### config.mk
export PLATFORM = sky130hd
export DESIGN_NAME = mem_stage_dmem_ctrl
export DESIGN_NICKNAME = d
export VERILOG_FILES = /design/src/rtl/mem_stage_dmem_ctrl.sv
export SDC_FILE = /design/constraint.sdc
export NUM_CORES = 1
export LEC_CHECK = 0
export ABC_AREA = 1
export CAP_MARGIN = 20
export CORE_MARGIN = 5
export CORE_UTILIZATION = 39
export CTS_CLUSTER_DIAMETER = 40
export DETAILED_ROUTE_END_ITERATION = 7
export PLACE_DENSITY_LB_ADDON = 0.25
export SLEW_MARGIN = 20
export SYNTH_ARGS = -nofsm -noshare
export SYNTH_HDL_FRONTEND = slang
export SYNTH_SLANG_ARGS = --single-unit
### constraint.sdc
create_clock -name clk -period 3 [get_ports clk]
set_input_delay 0.9 -clock clk [delete_from_list [all_inputs] [get_ports clk]]
set_output_delay 0.9 -clock clk [all_outputs]
set_load 0.1 [all_outputs]
### src/rtl/mem_stage_dmem_ctrl.sv
// rtl/mem_stage_dmem_ctrl.sv - EX/MEM consumer: dmem handshake, lane alignment, load extract, writeback
// Optional misaligned-access trap: MEM_MISALIGN_TRAP_EN
module mem_stage_dmem_ctrl #(
  parameter int unsigned TIMEOUT_CYCLES = 64,
  parameter int unsigned CNT_W          = 8
) (
  input  logic        clk,
  input  logic        rst,
  input  logic        valid_in,
  input  logic        mem_read,
  input  logic        mem_write,
  input  logic [2:0]  funct3,
  input  logic [31:0] alu_addr,
  input  logic [31:0] store_data,
  input  logic [4:0]  rd_in,
  output logic        dmem_read,
  output logic        dmem_write,
  output logic [31:0] dmem_address,
  output logic [31:0] dmem_wdata,
  output logic [3:0]  dmem_mbe,
  input  logic [31:0] dmem_rdata,
  input  logic        dmem_resp,
  output logic        stall,
  output logic        wb_valid,
  output logic [4:0]  wb_rd,
  output logic [31:0] wb_data,
`ifdef MEM_MISALIGN_TRAP_EN
  output logic        misaligned,
`endif
  output logic        timeout_err
);

  typedef enum logic {
    ST_IDLE = 1'b0,
    ST_WAIT = 1'b1
  } state_e;

  localparam logic [CNT_W-1:0] TIMEOUT_VAL = CNT_W'(TIMEOUT_CYCLES);

  state_e           state_q, state_d;
  logic [CNT_W-1:0] cnt_q, cnt_d;
  logic             timeout_err_q, timeout_err_d;
  logic             wb_valid_q, wb_valid_d;
  logic [4:0]       wb_rd_q, wb_rd_d;
  logic [31:0]      wb_data_q, wb_data_d;

  logic [1:0]  off;
  logic        is_half, is_word;
  logic        mem_op, mis, access, done;
  logic [31:0] ld_shift, ld_data;

  assign off     = alu_addr[1:0];
  assign is_half = (funct3[1:0] == 2'b01);
  assign is_word = (funct3[1:0] == 2'b10);
  assign mem_op  = valid_in & (mem_read | mem_write);

`ifdef MEM_MISALIGN_TRAP_EN
  assign mis        = mem_op & ((is_half & off[0]) | (is_word & (off != 2'b00)));
  assign misaligned = mis;
`else
  assign mis = 1'b0;
`endif

  // A trapped access never reaches the memory and never stalls.
  assign access       = mem_op & ~mis;
  assign done         = access & dmem_resp;
  assign stall        = access & ~dmem_resp;
  assign dmem_read    = access & mem_read;
  assign dmem_write   = access & mem_write & ~mem_read;
  assign dmem_address = {alu_addr[31:2], 2'b00};

  always_comb begin
    dmem_mbe   = 4'b0000;
    dmem_wdata = store_data << {off, 3'b000};
    if (is_word) begin
      dmem_wdata = store_data;
    end
    if (dmem_write) begin
      case (funct3[1:0])
        2'b00:   dmem_mbe = 4'b0001 << off;
        2'b01:   dmem_mbe = 4'b0011 << off;
        default: dmem_mbe = 4'b1111;
      endcase
    end
  end

  assign ld_shift = dmem_rdata >> {off, 3'b000};

  always_comb begin
    ld_data = ld_shift;
    case (funct3)
      3'b000:  ld_data = {{24{ld_shift[7]}}, ld_shift[7:0]};
      3'b001:  ld_data = {{16{ld_shift[15]}}, ld_shift[15:0]};
      3'b100:  ld_data = {24'h0, ld_shift[7:0]};
      3'b101:  ld_data = {16'h0, ld_shift[15:0]};
      default: ld_data = ld_shift;
    endcase
  end

  always_comb begin
    state_d       = state_q;
    cnt_d         = cnt_q;
    timeout_err_d = timeout_err_q;
    case (state_q)
      ST_IDLE: begin
        if (stall) begin
          state_d = ST_WAIT;
          cnt_d   = '0;
        end
      end
      ST_WAIT: begin
        if (dmem_resp) begin
          state_d = ST_IDLE;
        end
        if (cnt_q != '1) begin
          cnt_d = cnt_q + 1'b1;
        end
        // The access keeps waiting; the flag only records that it took too long.
        if (cnt_d == TIMEOUT_VAL) begin
          timeout_err_d = 1'b1;
        end
      end
      default: state_d = ST_IDLE;
    endcase
  end

  always_comb begin
    wb_valid_d = 1'b0;
    wb_rd_d    = wb_rd_q;
    wb_data_d  = wb_data_q;
    if (mis) begin
      wb_valid_d = 1'b1;
      wb_rd_d    = 5'd0;
      wb_data_d  = alu_addr;
    end else if (done) begin
      wb_valid_d = 1'b1;
      wb_rd_d    = dmem_read ? rd_in : 5'd0;
      wb_data_d  = dmem_read ? ld_data : 32'h0;
    end else if (valid_in & ~mem_read & ~mem_write) begin
      wb_valid_d = 1'b1;
      wb_rd_d    = rd_in;
      wb_data_d  = alu_addr;
    end
  end

  always_ff @(posedge clk) begin
    if (!rst) begin
      state_q       <= ST_IDLE;
      cnt_q         <= '0;
      timeout_err_q <= 1'b0;
      wb_valid_q    <= 1'b0;
      wb_rd_q       <= 5'd0;
      wb_data_q     <= 32'h0;
    end else begin
      state_q       <= state_d;
      cnt_q         <= cnt_d;
      timeout_err_q <= timeout_err_d;
      wb_valid_q    <= wb_valid_d;
      wb_rd_q       <= wb_rd_d;
      wb_data_q     <= wb_data_d;
    end
  end

  assign wb_valid    = wb_valid_q;
  assign wb_rd       = wb_rd_q;
  assign wb_data     = wb_data_q;
  assign timeout_err = timeout_err_q;

endmodule

Word level (Yosys, flattened, before mapping):

Cells that the tools add are included.

* reduce and logical (&&, ||, !) cells: 4
* add/sub/neg operators: 1
* mux-type cells: 19
* equal/unequal tests: 8
* bitwise gates (word level): 13
* shift-type cells: 4

Operators by type and width (number)
* $mux W32: 4
* $pmux W32 S4: 1
* $shl A32 B5 Y32: 1
* $shr A32 B5 Y32: 1
* $mux W8: 3
* $pmux W8 S2: 1
* $mux W5: 3
* $add A8 B1 Y8 const B: 1
* $and A1 B1 Y1: 8
* $eq A8 B7 Y1 const B: 1
* $ne A8 B8 Y1 const B: 1
* $pmux W4 S2: 1
* $eq A3 B3 Y1 const B: 2
* $mux W1: 4
* $mux W4: 1
* $not A1 Y1: 4
* $shl A1 B2 Y4 const A: 1
* $shl A2 B2 Y4 const A: 1
* $eq A3 B1 Y1 const B: 1
* $logic_not A3 Y1: 1
* $eq A2 B1 Y1 const B: 1
* $eq A2 B2 Y1 const B: 1
* $logic_not A2 Y1: 1
* $ne A2 B2 Y1 const B: 1
* other kinds (4): 4

* output and inout port bits: 110
* logic and storage cells: 55
* bits in registers: 48
* bits of input ports: 110

Logic depth before layout (Yosys ltp):

Gate-level depths: netlist (run 1).

* depth in word-level cells: 5
* depth in mapped cells: 11
* mapped depth without buffers: 9

Worst setup path after synthesis (run 1):

Ideal clock, no wire load.

* kind: input to output
* start point: in mem_read
* end point: out dmem_mbe[0]
* path buffers: 0
* data required time: 2.100 ns
* path slack: -2.905 ns
* cell stages on the path: 3
* data arrival time: 5.005 ns
* cell sequence: nor3_1 inv_1 a21oi_1

* longest elaborated chain between the ends: 5
* elaborated cells between the ends (all ways): 6
* those cells by class: mux: 1; bitwise: 5

Ends and longest elaborated chain
* start: declaration: line 10 `input logic mem_read,`
* $or A1 B1 Y1: line 55 `assign mem_op = valid_in & (mem_read | mem_write);`
* $and A1 B1 Y1: line 55
* $and A1 B1 Y1: line 69 `assign dmem_write = access & mem_write & ~mem_read;`
* $and A1 B1 Y1 (*): line 69
* $mux W4 (*): line 78 `if (dmem_write) begin`
* end: declaration: line 20 `output logic [3:0] dmem_mbe,`

Every way passes the cells marked *; elsewhere a longest branch is shown, timed or not.

Worst setup path after layout (run 1):

* start point: in store_data[7]
* end point: out dmem_wdata[31]

* longest elaborated chain between the ends: 2

Ends and longest elaborated chain
* start: declaration: line 14 `input logic [31:0] store_data,`
* $shl A32 B5 Y32: line 74 `dmem_wdata = store_data << {off, 3'b000};`
* $mux W32: line 75 `if (is_word) begin`
* end: declaration: line 19 `output logic [31:0] dmem_wdata,`

No other way between the ends.

==> results.toml, run 1 <==
[final_layout]
layout.area.seq_um2 = 960.9
postLayoutCoreUtil = 0.7875
insertedDiodeCount = 0
n_fill_cell = 701
post_synthesis_to_final_layout_area_growth_pct = 99.70
multi_input_area_um2 = 2815
fin_nets = 954
layout-drive-gt1-share = 0.3590
finish.cell_count_without_fillers = 977

[timing]
maxClockFrequency_mhz = 337.9
finalSetupViolCount = 0
min_period_over_period = 0.9865
skew_final_ns = 0.001772
whs_ns = 0.4609
relSlewSlack = 0.6581
layout_min_cycle_time_ns = 2.959
worst_slew_pin_slew_ns = 0.5122
final_max_slew_viol_count = 0
grt_setup_unrepaired = "no"
timing_hold_violations_final = 0
setup-tns-final_ns = 0

[floorplanning]
fp.coreArea_um2 = 9639
die_h_um = 108.7
die_x_um = 108.7
die_area_um2 = 11820
initial_cell_density_of_the_core = 0.3943
floorplan.rows = 36
design.portCount = 220

[critical_path]
critPathArrivalTime_ns = 2.06
crit_type = "in -> out"
critical_path.startpoint_type = "input pin"
worst_setup_path_end_kind = "primary output"
required_ns = 2.10
critical_path_peak_fanout = 2

[hold_path]
class_of_the_tightest_hold_or_removal_check = "reg -> reg"

[pwr]
p_comb_frac = 0.584
p_sw_frac = 0.4714
powerDensity_nw_per_um2 = 406.0
leakage_nw = 3.223
ir_worst_vdd_uv = 293.7
fin_total_pwr_mw = 3.082
power_report.internal_total_mw = 1.629
power_switching_mw = 1.453
share_clk_of_total_power = 0.191
sequentialPowerShare = 0.225

[synthesis]
synth_cell_types = 36
synth_top_cells_by_area = "sky130_fd_sc_hd__dfxtp_1, sky130_fd_sc_hd__nand2_1, sky130_fd_sc_hd__a21oi_1"
postSynthCellCount = 618
commonest_cells_post_synth = "sky130_fd_sc_hd__nand2_1, sky130_fd_sc_hd__a21oi_1, sky130_fd_sc_hd__o21ai_0, sky130_fd_sc_hd__nor2_1, sky130_fd_sc_hd__dfxtp_1"
synthesis.yosys.warnings = 0
synth.cell_area_um2 = 3801
yosysMostFrequentCell = "sky130_fd_sc_hd__nand2_1"
synth_ff_type = "sky130_fd_sc_hd__dfxtp_1"
synth_enable_flop_cells = 0
synth.yosys.seq_area_share = 0.2528
ys_ff_latch = 48
post-synth-top-area-fraction = 0.2528
synth-async-reset-ratio = 0
synthDominantAreaCellType = "sky130_fd_sc_hd__dfxtp_1"
average_instance_area_after_synthesis_um2 = 6.151

[global_route]
grtUsageTotal = 0.2752
number_of_antenna_violations_at_the_first_check_in_global_routing = 0
globalRoute.totalOverflow = 0
first_global_vias = 5193
grt_pass1_wl_mm = 26.07
pin_count_of_the_biggest_net_entering_global_routing = 36

[placed_design]
placement.io_buffers = 217
placedCellCount = 968
globalplace.congestion = 0.9098
dp_hpwl_mm = 13.34

[cts]
cts_hold_buf = 0
h-tree-depth = 2
tritoncts.num_buffers = 5
path_clk_slew_ns = 0.10
clock_path_buffers = 2
clock_insertion_delay_worst_skew_ns = 0.31
cts.sink_count = 48
tritoncts = "yes"
clock-root-buffer = "sky130_fd_sc_hd__clkbuf_8"

[route]
drt_pass1_iterations = 5
drc_errors = 0
detailedRoute.firstIterationViolations = 331
met1Wirelength_mm = 6.008
routedWlPerCell_um = 16.87
ant_nets = 0
routed-via-count = 5062
route.detailed.vias_per_inst = 5.181
routed_wire_length_on_met3_mm = 1.383
top_layer_used = "met4"
detail_route.wirelength_mm = 16.48
routed-wl-met2_mm = 8.655

[run]
maxCapViolCount = 0

[status]
outcome = "finished clean"
-- what timing repair did --
| action | in CTS | in global routing |
|---|---|---|
| setup endpoints to repair | 38 | 17 |
| gates cloned | 0 | 0 |
| buffers inserted | 1 | 0 |
| pin swaps | 6 | 12 |
| resized for setup | 18 | 16 |
-- cells in the final DEF (no fill, tap or decap), types with 12 or more instances in the layout --
cell type	n
sky130_fd_sc_hd__buf_12	75
sky130_fd_sc_hd__dfxtp_1	48
sky130_fd_sc_hd__nor2_4	12
sky130_fd_sc_hd__o21ai_2	14
sky130_fd_sc_hd__clkdlybuf4s50_1	96
sky130_fd_sc_hd__nand3_1	26
sky130_fd_sc_hd__nand2_1	149
sky130_fd_sc_hd__nor2_1	49
sky130_fd_sc_hd__a21oi_1	79
sky130_fd_sc_hd__buf_4	100
sky130_fd_sc_hd__o21ai_0	44
sky130_fd_sc_hd__nand2_2	21
sky130_fd_sc_hd__inv_1	19
-- sequential cells by signal, indices dropped and copies added (netlist names) --
register	flops
wb_data	32
cnt_q	8
wb_rd	5
state_q	1
timeout_err	1
wb_valid	1
-- logic make-up (layout without fill, tap and decap cells) --
logic type               after synthesis  in the layout  synth area share
XOR/XNOR                               1              1          0.002305
flip-flops                            48             48            0.2528
AND/OR/NAND/NOR                      269            269            0.3068
AO/OA/AOI/OAI                        189            189            0.2673
multiplexers                           6              6           0.01580
adder cells (fa/ha/maj)                1              1          0.003291
other                                  1              2         0.0009865
buffers and inverters                103            328            0.1508
-- worst paths after layout --
| check | from | end | slack, ns | cells past startpoint |
|---|---|---|---|---|
| min | timeout_err$_SDFFE_PN0P_ | timeout_err$_SDFFE_PN0P_ | 0.46 | 2 |
| max reg2reg | cnt_q[0]$_SDFFE_PN0P_ | timeout_err$_SDFFE_PN0P_ | 1.32 | 9 |
| max | store_data[7] | dmem_wdata[31] | 0.04 | 8 |
| min reg2reg | timeout_err$_SDFFE_PN0P_ | timeout_err$_SDFFE_PN0P_ | 0.46 | 2 |
-- cell type report --
class,instances,area share
repair buffers,285,0.4411
flip-flops and latches,48,0.1266
well taps,133,0.02192
clock buffers,5,0.009065
inverters,35,0.02143
multi-input cells,468,0.3709
clock inverters,3,0.009065
-- routing by layer --
layer	vias up	track usage
met2	227	0.4974
li1	2463	-
met4	0	0.08025
met1	2332	0.3204
met5	-	0
met3	40	0.06750
-- power groups by stage --
stage	sequential (mW)	combinational [mW]	clock, mW
after floorplan	0.954	0.905	0
after global placement	0.706	1.77	0
after detailed placement	0.708	1.80	0
after CTS	0.694	1.80	0.597
after global routing	0.698	1.87	0.618
final	0.694	1.80	0.588
-- critical path, cell delays in order --
cell and delay [ns]:
sky130_fd_sc_hd__clkdlybuf4s50_1 0.48, sky130_fd_sc_hd__inv_1 0.07, sky130_fd_sc_hd__nand2_2 0.07, sky130_fd_sc_hd__o21ai_2 0.06, sky130_fd_sc_hd__nand2_1 0.07, sky130_fd_sc_hd__o21ai_2 0.07
sky130_fd_sc_hd__a21oi_4 0.15, sky130_fd_sc_hd__buf_12 0.19
-- stage by stage --
step / cell area, µm² / setup slack, ns
2_1_floorplan: 4379 / -0.5097
3_3_place_gp: 7430 / -0.2525
3_5_place_dp: 7430 / -0.3351
4_1_cts: 7579 / 0.0009146
5_1_grt: 7591 / 0.003943
6_report: 7591 / 0.04055
Note: power is estimated with default switching activity, not from simulation.
==> run 2: changes to the inputs <==
CORE_UTILIZATION = 40   (was 39)
CTS_BUF_LIST = sky130_fd_sc_hd__clkbuf_4 sky130_fd_sc_hd__clkbuf_8   (was unset)
==> run 2 against run 1 <==
Global-route usage rose by 2.8 points. Via count rose by 5.8%. Die area fell by 2.3%. Sequential share of layout area fell by 0.10 points. First-iteration DRC count rose by 39%. Power rose by 0.81%. Sequential power barely moved. Critical endpoint is now dmem_wdata[24]. Highest routed layer unchanged.
==> results.toml, run 2 (synthesis results as in run 1) <==
[timing]
layout_min_cycle_time_ns = 2.978
finalSetupViolCount = 0
timing_hold_violations_final = 0
maxClockFrequency_mhz = 335.8
final_max_slew_viol_count = 0
skew_final_ns = 0.009799
min_period_over_period = 0.9928

[critical_path]
critical_path.startpoint_type = "input pin"
worst_setup_path_end_kind = "primary output"
r2r_end = "timeout_err$_SDFFE_PN0P_"
required_ns = 2.10
regToRegStartpoint = "cnt_q[0]$_SDFFE_PN0P_"
worstRegToRegCells = 9
critical_path_peak_fanout = 2
crit_type = "in -> out"
setup_slack_of_the_most_critical_reg_to_reg_path_ns = 1.32
critical_path.startpoint = "store_data[0]"
critPathArrivalTime_ns = 2.08

[floorplanning]
design.portCount = 220
initial_cell_density_of_the_core = 0.4114
die_x_um = 107.5
fp.coreArea_um2 = 9240
die_h_um = 107.5
die_area_um2 = 11550
floorplan.rows = 35

[route]
drt_pass1_iterations = 6
route.detailed.vias_per_inst = 5.488
detail_route.wirelength_mm = 18.12
drc_errors = 0
routed-via-count = 5356
detailedRoute.firstIterationViolations = 459
ant_nets = 0
routedWlPerCell_um = 18.56

[cts]
path_clk_slew_ns = 0.10
tritoncts = "yes"
tritoncts.num_buffers = 5
cts.sink_count = 48
clock_path_buffers = 2
h-tree-depth = 2
clock_insertion_delay_worst_skew_ns = 0.31
clock-root-buffer = "sky130_fd_sc_hd__clkbuf_8"

[hold_path]
class_of_the_tightest_hold_or_removal_check = "reg -> reg"
hp-start = "timeout_err$_SDFFE_PN0P_"
worst_hold_path.num_cells = 2
min_delay_worst_endpoint = "timeout_err$_SDFFE_PN0P_"

[placed_design]
globalplace.congestion = 0.8901
post_dp_cell_area_um2 = 7442
dp_hpwl_mm = 14.45
placement.io_buffers = 217
placedCellCount = 963

[global_route]
pin_count_of_the_biggest_net_entering_global_routing = 34
first_global_vias = 5486
grt_pass1_wl_mm = 28.28
globalRouteMet1Util = 0.3315
number_of_antenna_violations_at_the_first_check_in_global_routing = 0
globalRoute.totalOverflow = 0
grtUsageTotal = 0.3032
global_route.usage.met3 = 0.07199
grt_use_met2 = 0.5679
grt_busiest_layer = "met2"

[final_layout]
layout.area.seq_um2 = 960.9
most-common-layout-cells = "sky130_fd_sc_hd__nand2_1, sky130_fd_sc_hd__buf_4, sky130_fd_sc_hd__clkdlybuf4s50_1"
insertedDiodeCount = 0
finish.cell_count_without_fillers = 976
layout-drive-gt1-share = 0.3660
n_fill_cell = 525
multi_input_area_um2 = 2823
post_synthesis_to_final_layout_area_growth_pct = 101.3
fin_nets = 957
post-route-cell-area_um2 = 7652
layout_commonest_cell = "sky130_fd_sc_hd__nand2_1"
flip_flop_count_of_the_largest_register_all_copies_and_words_added = 32

[pwr]
fin_total_pwr_mw = 3.107
ir_worst_vdd_uv = 302.6
leakage_nw = 3.253
powerDensity_nw_per_um2 = 406.0

[status]
outcome = "finished clean"

[run]
maxCapViolCount = 0
-- run 2: cell count changes in the layout (fill, tap and decap cells not counted), moves of 2 or more --
cell	before	now
sky130_fd_sc_hd__nor2_2	3	5
sky130_fd_sc_hd__dlygate4sd2_1	3	5
sky130_fd_sc_hd__buf_12	75	77
sky130_fd_sc_hd__clkdlybuf4s50_1	96	94
sky130_fd_sc_hd__nor2_1	49	47
-- run 2: per-stage QoR --
step | hold WS, ns | TNS [ns] | utilization | setup slack [ns]
finish | 0.4591 | 0 | 0.8282 | 0.02164
global route | 0.4912 | -0.01242 | 0.8282 | -0.01242
CTS | 0.4617 | 0 | 0.8263 | 0.005530
detailed placement | 0.4466 | -9.636 | 0.8054 | -0.4061
global placement | 0.4436 | -7.719 | 0.8054 | -0.2462
floorplan | 0.4657 | -2.408 | - | -0.5097
-- run 2: how the worst max path moves through the flow --
stage,to,depth (start not counted)
2_1_floorplan,dmem_mbe[0],4
3_3_place_gp,dmem_mbe[2],7
3_5_place_dp,dmem_wdata[18],8
4_1_cts,dmem_wdata[18],7
5_1_grt,dmem_wdata[24],8
6_report,dmem_wdata[24],8
-- run 2: repair_timing --
item | in CTS | in global routing
setup buffers | 4 | 0
hold buffers | 0 | 0
gates resized for setup | 23 | 14
gates cloned | 1 | 0
endpoints found under the hold margin | 0 | 0
pin swaps | 9 | 11
endpoints found under the setup margin | 38 | 16
-- run 2: routing by layer --
metal	vias to the layer above	part of all wire	wire length (µm)
li1	2469	-	-
met1	2512	0.35	6334
met2	306	0.53	9526
met3	69	0.083	1499
met4	0	0.042	758
met5	-	0	0
-- run 2: critical path, cell delays in order --
cell and delay, ns:
sky130_fd_sc_hd__clkdlybuf4s50_1 0.49, sky130_fd_sc_hd__inv_2 0.05, sky130_fd_sc_hd__nand2_2 0.07, sky130_fd_sc_hd__o21ai_2 0.06, sky130_fd_sc_hd__nand2_1 0.10, sky130_fd_sc_hd__o21ai_2 0.08, sky130_fd_sc_hd__a21oi_4 0.14, sky130_fd_sc_hd__buf_12 0.19
-- run 2: area by class of cell --
class / instances / share of cell area
Clock buffer: 5 / 0.008993
Clock inverter: 3 / 0.008993
Sequential cell: 48 / 0.1256
Inverter: 35 / 0.02126
Tap cell: 129 / 0.02109
Timing Repair Buffer: 288 / 0.4452
Multi-Input combinational cell: 468 / 0.3689
-- run 2: power breakdown --
group | internal, mW | total (mW) | switching, mW
clock network | 0.336 | 0.576 | 0.240
registers | 0.673 | 0.696 | 0.0231
logic | 0.632 | 1.83 | 1.20
